[src/rtl/joy_serial_pkg.sv]
// Shared types and constants for the DB15 serial joystick receiver.
// Bit positions describe the active-high button word handed to the core.
package joy_serial_pkg;

  typedef enum logic [2:0] {
    ST_WAIT,
    ST_LOAD,
    ST_LO,
    ST_HI,
    ST_DONE
  } joy_state_e;

  localparam int FRAME_BITS  = 32;
  localparam int PLAYER_BITS = 16;
  localparam int USED_BITS   = 12;

  localparam int BTN_RIGHT  = 0;
  localparam int BTN_LEFT   = 1;
  localparam int BTN_DOWN   = 2;
  localparam int BTN_UP     = 3;
  localparam int BTN_A      = 4;
  localparam int BTN_B      = 5;
  localparam int BTN_C      = 6;
  localparam int BTN_D      = 7;
  localparam int BTN_E      = 8;
  localparam int BTN_F      = 9;
  localparam int BTN_START  = 10;
  localparam int BTN_SELECT = 11;

  // Keep only the wired buttons of one player's half-frame.
  function automatic logic [PLAYER_BITS-1:0] player_word(input logic [PLAYER_BITS-1:0] r);
    return {{(PLAYER_BITS-USED_BITS){1'b0}}, r[USED_BITS-1:0]};
  endfunction

endpackage

[src/rtl/joy_tick_div.sv]
// Free-running divider producing a one-clk tick every DIV clocks.
// The tick is combinational off the count so the FSM moves on the wrap edge.
module joy_tick_div #(
  parameter int DIV = 24
) (
  input  logic clk,
  input  logic reset_n,
  output logic tick
);

  localparam int CW = $clog2(DIV);

  logic [CW-1:0] cnt_q, cnt_d;

  always_comb begin
    tick  = (cnt_q == CW'(DIV - 1));
    cnt_d = tick ? '0 : cnt_q + 1'b1;
  end

  always_ff @(posedge clk) begin
    if (!reset_n) cnt_q <= '0;
    else          cnt_q <= cnt_d;
  end

endmodule

[src/rtl/joy_serial_db15_rx.sv]
// DB15 two-player serial joystick receiver: loads the adapter's shift register,
// clocks in a 32-bit active-low frame and publishes filtered active-high words.
module joy_serial_db15_rx
  import joy_serial_pkg::*;
#(
  parameter int DIV        = 24,
  parameter int WAIT_TICKS = 1000,
  parameter int STABLE     = 1
) (
  input  logic        clk,
  input  logic        reset_n,
  input  logic        JOY_DATA,
  output logic        JOY_CLK,
  output logic        JOY_LOAD,
  output logic [15:0] joystick1,
  output logic [15:0] joystick2,
  output logic        present,
  output logic        frame_done,
  output joy_state_e  dbg_state
);

  localparam int WCW = $clog2(WAIT_TICKS + 2);

  // Handshake: none; the adapter is a passive shift register driven open-loop.
  logic                  tick;
  joy_state_e            state_q, state_d;
  logic [WCW-1:0]        tcnt_q, tcnt_d;
  logic [4:0]            bit_q, bit_d;
  logic [FRAME_BITS-1:0] raw_q, raw_d, prev_q, prev_d;
  logic [15:0]           joy1_q, joy1_d, joy2_q, joy2_d;
  logic                  joy_clk_q, joy_clk_d, joy_load_q, joy_load_d;
  logic                  present_q, present_d, frame_done_q, frame_done_d;

  joy_tick_div #(.DIV(DIV)) u_tick_div (
    .clk     (clk),
    .reset_n (reset_n),
    .tick    (tick)
  );

  always_comb begin
    state_d      = state_q;
    tcnt_d       = tcnt_q;
    bit_d        = bit_q;
    raw_d        = raw_q;
    prev_d       = prev_q;
    joy1_d       = joy1_q;
    joy2_d       = joy2_q;
    present_d    = present_q;
    frame_done_d = 1'b0;
    // Pin levels follow the current state, so they lag a state change by one clk.
    joy_clk_d    = (state_q != ST_LO);
    joy_load_d   = (state_q != ST_LOAD);
    case (state_q)
      ST_WAIT: if (tick) begin
        if (tcnt_q == WCW'(WAIT_TICKS - 1)) begin
          tcnt_d  = '0;
          bit_d   = '0;
          state_d = ST_LOAD;
        end else begin
          tcnt_d = tcnt_q + 1'b1;
        end
      end
      ST_LOAD: if (tick) begin
        if (tcnt_q == WCW'(1)) begin
          tcnt_d  = '0;
          state_d = ST_LO;
        end else begin
          tcnt_d = tcnt_q + 1'b1;
        end
      end
      ST_LO: if (tick) begin
        raw_d[bit_q] = ~JOY_DATA;
        state_d      = ST_HI;
      end
      ST_HI: if (tick) begin
        if (bit_q == 5'd31) begin
          state_d = ST_DONE;
        end else begin
          bit_d   = bit_q + 1'b1;
          state_d = ST_LO;
        end
      end
      ST_DONE: begin
        frame_done_d = 1'b1;
        state_d      = ST_WAIT;
        // An all-pressed frame means nothing is driving the data line.
        if (&raw_q) begin
          present_d = 1'b0;
          joy1_d    = '0;
          joy2_d    = '0;
        end else begin
          present_d = 1'b1;
          if (STABLE == 0 || raw_q == prev_q) begin
            joy1_d = player_word(raw_q[15:0]);
            joy2_d = player_word(raw_q[31:16]);
          end
          prev_d = raw_q;
        end
      end
      default: state_d = ST_WAIT;
    endcase
  end

  always_ff @(posedge clk) begin
    if (!reset_n) begin
      state_q      <= ST_WAIT;
      tcnt_q       <= '0;
      bit_q        <= '0;
      raw_q        <= '0;
      prev_q       <= '0;
      joy1_q       <= '0;
      joy2_q       <= '0;
      present_q    <= 1'b0;
      frame_done_q <= 1'b0;
      joy_clk_q    <= 1'b1;
      joy_load_q   <= 1'b1;
    end else begin
      state_q      <= state_d;
      tcnt_q       <= tcnt_d;
      bit_q        <= bit_d;
      raw_q        <= raw_d;
      prev_q       <= prev_d;
      joy1_q       <= joy1_d;
      joy2_q       <= joy2_d;
      present_q    <= present_d;
      frame_done_q <= frame_done_d;
      joy_clk_q    <= joy_clk_d;
      joy_load_q   <= joy_load_d;
    end
  end

  assign JOY_CLK    = joy_clk_q;
  assign JOY_LOAD   = joy_load_q;
  assign joystick1  = joy1_q;
  assign joystick2  = joy2_q;
  assign present    = present_q;
  assign frame_done = frame_done_q;
  assign dbg_state  = state_q;

endmodule

[config.mk]
export PLATFORM = sky130hd
export DESIGN_NAME = joy_serial_db15_rx
export DESIGN_NICKNAME = d
export VERILOG_FILES = /design/src/rtl/joy_serial_pkg.sv /design/src/rtl/joy_tick_div.sv /design/src/rtl/joy_serial_db15_rx.sv
export SDC_FILE = /design/constraint.sdc
export NUM_CORES = 1
export LEC_CHECK = 0
export CAP_MARGIN = 20
export CELL_PAD_IN_SITES_DETAIL_PLACEMENT = 0
export CELL_PAD_IN_SITES_GLOBAL_PLACEMENT = 1
export CORE_MARGIN = 2
export CORE_UTILIZATION = 41
export CTS_CLUSTER_SIZE = 28
export DETAILED_ROUTE_END_ITERATION = 16
export PLACE_DENSITY = 0.84
export SYNTH_ARGS = -nofsm -noshare
export SYNTH_HDL_FRONTEND = slang
export SYNTH_HIERARCHICAL = 1
export SYNTH_SLANG_ARGS = --single-unit
[constraint.sdc]
create_clock -name clk -period 2.5 [get_ports clk]
set_clock_uncertainty 0.15 [all_clocks]
set_input_delay 0.25 -clock clk [delete_from_list [all_inputs] [get_ports clk]]
set_output_delay 0.25 -clock clk [all_outputs]
set_load 0.05 [all_outputs]
Word-level counts from Yosys, hierarchy flattened
Index checks and enable logic that the tools add are counted.
Widths: inputs -> output; s select.
- register bits: 123
- add/subtract/negate cells: 3
- $lt $le $gt $ge: 2
- eq/ne operators: 18
- muxes and demuxes: 27
- bitwise logic cells: 3
- reduce and logical (&&, ||, !) cells: 13
- operator list (cell ; count):
    $mux 16 ; 4
    $mux 10 ; 4
    $bwmux 32 ; 1
    $eq 32x32->1 ; 1
    $reduce_and 32->1 ; 1
    $mux 3 ; 7
    $mux 5 ; 4
    $pmux 10 s2 ; 1
    $ne 2x2->1 const B ; 7
    $pmux 3 s4 ; 1
    $add 10x1->10 const B ; 1
    $add 5x1->5 const B ; 2
    $eq 10x1->1 const B ; 1
    $eq 10x10->1 const B ; 1
    $eq 5x5->1 const B ; 2
    $pmux 5 s2 ; 1
    $eq 3x2->1 const B ; 2
    $lt 5x6->1 const B ; 1
    $reduce_and 2->1 ; 3
    $reduce_and 6->1 ; 1
    $reduce_bool 2->1 ; 3
    $demux 1 s5 ; 1
    $ge 5x1->1 const B ; 1
    $reduce_and 5->1 ; 1
    10 further kinds ; 14

Depth between registers and ports, before layout
- word-level depth: 5
- depth in mapped cells: 9
- gate-level depth less buffers: 8

Modules after synthesis
Netlist, hierarchy kept.
- modules (own cells, without submodules) (module ; instances ; cells each ; area each (µm²) ; sequential area each (µm²)):
    joy_serial_db15_rx ; 1 ; 521 ; 4956.0 ; 2202.1
    joy_tick_div ; 1 ; 18 ; 214.0 ; 100.1

Worst setup path after synthesis
OpenSTA, ideal clock, no wires.
- path kind: register to register
- start point: register u_tick_div.cnt_q[0]
- end point: register tcnt_q[7]
- data arrival time: 2.129 ns
- required time: 2.276 ns
- setup slack: 0.147 ns
- cell stages (with the launch flop): 10
- buffers on the path: 1
- period minus slack after synthesis: 2.353 ns
- path through: dfxtp_1 > ha_1 > and4b_4 > nor2b_2 > nor2b_1 > buf_2 > and3_1 > nand4_1 > or3_1 > a21oi_1
- longest elaborated chain between the ends: 3
- elaborated cells between the ends (all ways): 4
- RTL lines (item ; line ; RTL):
    start, declared ; joy_tick_div.sv:13 ; logic [CW-1:0] cnt_q, cnt_d;
    start signal, assigned ; joy_tick_div.sv:22 ; else cnt_q <= cnt_d;
    $eq 5x5->1 * ; joy_tick_div.sv:16 ; tick = (cnt_q == CW'(DIV - 1));
    net tick ; joy_serial_db15_rx.sv:25 ; logic tick;
    $ne 2x2->1 (no source line) ; n/a ;
    $reduce_and 3->1 (no source line) * ; n/a ;
    end signal, assigned ; joy_serial_db15_rx.sv:119 ; tcnt_q <= tcnt_d;
    end, declared ; joy_serial_db15_rx.sv:27 ; logic [WCW-1:0] tcnt_q, tcnt_d;
Mark *: on every way through the listed nets, which the timed path passes. The rest lies on a longest branch.
A chain may end at the register's enable or synchronous reset.

Worst setup path in the final report
- start point: register state_q[1], in the netlist dbg_state[1]
- end point: output dbg_state[1]
- RTL lines (item ; line ; RTL):
    start, declared ; joy_serial_db15_rx.sv:26 ; joy_state_e state_q, state_d;
    start signal, assigned ; joy_serial_db15_rx.sv:118 ; state_q <= state_d;
    end, declared ; joy_serial_db15_rx.sv:19 ; output joy_state_e dbg_state
No word-level cell between the ends.

==> run_results.csv <==
group,metric,value,unit
outcome,status,"completed",
setup_path,startpoint,"dbg_state[1]",
sta,rsz0062_at_grt,"true",
floorplanning,start_util,41.47,%
global_route,grt_max_degree,71,
detailed_routing,drt_first_pass_iters,5,
sta,hold_ws,0.3117,ns
sta,period_share,94.26,%
yosys,synthDistinctLibCells,56,
yosys,yosys.area.top_type,"dfxtp_1",
global_route,grt_first_pass_wirelength,20480,um
detailed_routing,via_per_inst,5.536,
run,max_cap_viol_count,0,
yosys,ys_top_cells_by_area,"dfxtp_1 45%, xor2_1 6.6%, a311oi_1 5.4%, a21oi_2 4.9%, a32o_1 4.6%",
setup_path,crit_cells,1,
layout,layout-drive-gt1-share,22.66,%
pwr,p_leak,2.304,nW
layout,final_cell_area,6276,um2
yosys,synth_top_area_share,44.53,%
yosys,yosysMostFrequentCell,"dfxtp_1",
sta,fin_crit,2.356,ns
yosys,ys.flop_type,"dfxtp_1",
layout,final_net_count,585,
detailed_routing,wl,12380,um
setup_path,cpPeakStageDelay,0.91,ns
pwr,power.density,677.3,nW/um2
detailed_routing,num_vias,4202,
layout,antenna_cells,0,
yosys,synth_cells,539,
global_route,antenna_found_initial,0,
pwr,ir_drop,361.1,uV
setup_path,crit_family,"buffers and inverters",
clock_network,ctsHoldBuffers,0,
worst_hold_path,hold_class,"reg2reg",
sta,worst_slack,0.1435,ns
sta,relSlewSlack,61.51,%
setup_path,r2r-end,"tcnt_q[9]",
floorplanning,dieArea,13520,um2
setup_path,startpoint_type,"flop",
detailed_routing,drt_iter0_drc,263,
setup_path,cp_data_required_time,2.10,ns
clock_network,cts_max_path_buffers,2,
setup_path,cpMaxStageDelayCell,"clkdlybuf4s50_1",
clock_network,cts_tree,"done",
setup_path,worstPathMaxFanout,15,
setup_path,reg2reg_from,"u_tick_div/cnt_q[0]",
yosys,synth_edf_count,0,
placed_design,dp_slack,0.08027,ns
sta,worst_slew_pin_slew,0.5753,ns
setup_path,end_kind,"primary output",
yosys,avgSynthCellArea,9.592,um2
clock_network,cts_sinks,115,
floorplanning,fp.dieH,116.3,um
clock_network,insertion_delay,0.41,ns
sta,slew_violations,0,
floorplanning,rows,41,
placed_design,placed_area,5678,um2
pwr,power,0.004250,W
sta,hold_violations,0,
setup_path,reg2reg_slack,0.21,ns
detailed_routing,antenna_left,0,
yosys,seq_area_frac_synth,44.53,%
placed_design,hpwl,8051,um
floorplanning,fp.dieW,116.3,um
floorplanning,io_pins,42,
clock_network,cts_root_buf,"clkbuf_16",
layout,finalNonFillerCells,759,
setup_path,cp_cell_sequence,"clkdlybuf4s50_1",
yosys,synth_area,5170,um2
yosys,synth.top_cells.by_count,"115 x dfxtp_1, 48 x nand2_1, 46 x a21oi_1",
setup_path,r2r_cells,8,
detailed_routing,wl_per_cell,16.31,um
clock_network,numCtsBuffers,17,
setup_path,arrival,1.96,ns
placed_design,dp.cells,727,
global_route,track_usage,19.63,%
clock_network,clk_pin_slew,0.05,ns
global_route,grt_pass1_vias,3962,
placed_design,gp_congestion,0.8515,
detailed_routing,drc,0,
floorplanning,coreArea,12470,um2
setup_path,crit_path_end,"dbg_state[1]",
setup_path,crit_buf_inv,1,
sta,setup_violations,0,
yosys,synth-seq-cells,115,
layout,area_growth,21.39,%
clock_network,post-cts-setup-buffers,0,
placed_design,io_buffers,33,
clock_network,cts-htree-levels,4,
yosys,async_flop_share,0,%
clock_network,cts_resized,0,
sta,max_freq,424.4,MHz
setup_path,crit_type,"reg2out",
global_route,overflow,0,
yosys,synth_warnings,6,
worst min-delay path by stage:
stage | start | endpoint | slack [ns] | cells after the start
3_3_place_gp | u_tick_div/cnt_q[0] | u_tick_div/cnt_q[0] | 0.30 | 1
2_1_floorplan | JOY_DATA | raw_q[0] | 0.21 | 1
5_1_grt | prev_q[21] | prev_q[21] | 0.33 | 2
4_1_cts | present | present | 0.32 | 2
6_report | present | present | 0.31 | 2
3_5_place_dp | present | present | 0.31 | 2
state kept, by name, summed over array words and instances (netlist names):
| register | flops |
|---|---|
| dbg_state | 3 |
| joystick2 | 12 |
| JOY_CLK | 1 |
| JOY_LOAD | 1 |
| raw_q | 32 |
| u_tick_div/cnt_q | 5 |
| prev_q | 32 |
| joystick1 | 12 |
| tcnt_q | 10 |
| bit_q | 5 |
| present | 1 |
| frame_done | 1 |
report_power, final:
group | switching (W) | internal [W]
registers | 0.00000416 | 0.00184
logic | 0.0000734 | 0.0000159
clock network | 0.000816 | 0.00150
total | 0.000893 | 0.00336
per-stage QoR:
stage / setup TNS, ns / utilization, %
2_1_floorplan: 0 / -
3_3_place_gp: 0 / 45.55
3_5_place_dp: 0 / 45.55
4_1_cts: 0 / 50.13
5_1_grt: -0.01583 / 50.35
6_report: 0 / 50.35
area by class of cell:
cell class | count | area, um2
fillers | 1126 | 6190
multi-input cells | 375 | 2615
flip-flops and latches | 115 | 2302
repair buffers | 59 | 550.5
clock buffers | 21 | 460.4
well taps | 172 | 215.2
clock inverters | 11 | 110.1
inverters | 6 | 22.52
cell usage in the layout (no fill, tap or decap), types with 2 or more instances in the layout:
master / n
nand3_1: 3
nand2_2: 29
nand4_1: 16
dfxtp_1: 115
and2_1: 5
o21a_1: 2
nor4_1: 7
buf_4: 24
clkinvlp_4: 2
clkbuf_8: 2
nor4_2: 3
or3_1: 5
nor2b_1: 3
nor2_1: 18
inv_1: 5
clkinv_2: 7
and3b_1: 4
a32o_1: 24
ha_1: 7
clkbuf_1: 2
clkdlybuf4s50_1: 33
nor3_1: 2
a311oi_1: 32
bufinv_16: 2
nor3b_1: 4
o21ai_0: 8
and3_1: 4
conb_1: 8
clkbuf_16: 17
xor2_1: 39
a21oi_2: 29
buf_12: 2
or4_4: 2
a21oi_1: 46
nand2_1: 48
layer usage:
layer / vias to the layer above / wire length, um / part of all wire [%] / GRT usage (%)
met1: 2057 / 5622 / 45 / 25.86
li1: 2017 / - / - / -
met4: 0 / 268 / 2.2 / 8.175
met5: - / 0 / 0 / 0
met3: 19 / 542 / 4.4 / 4.982
met2: 109 / 5944 / 48 / 30.74
kinds of logic (layout without fill, tap and decap cells):
family	after synthesis	after routing	share of synthesized area, %
AO/OA/AOI/OAI	150	150	21.95
XOR/XNOR	40	40	6.776
adder cells (fa/ha/maj)	8	8	1.936
buffers and inverters	56	97	5.978
flip-flops	115	115	44.53
other	1	8	0.07253
AND/OR/NAND/NOR	169	169	18.76
Power figures use the tool's default switching activity.
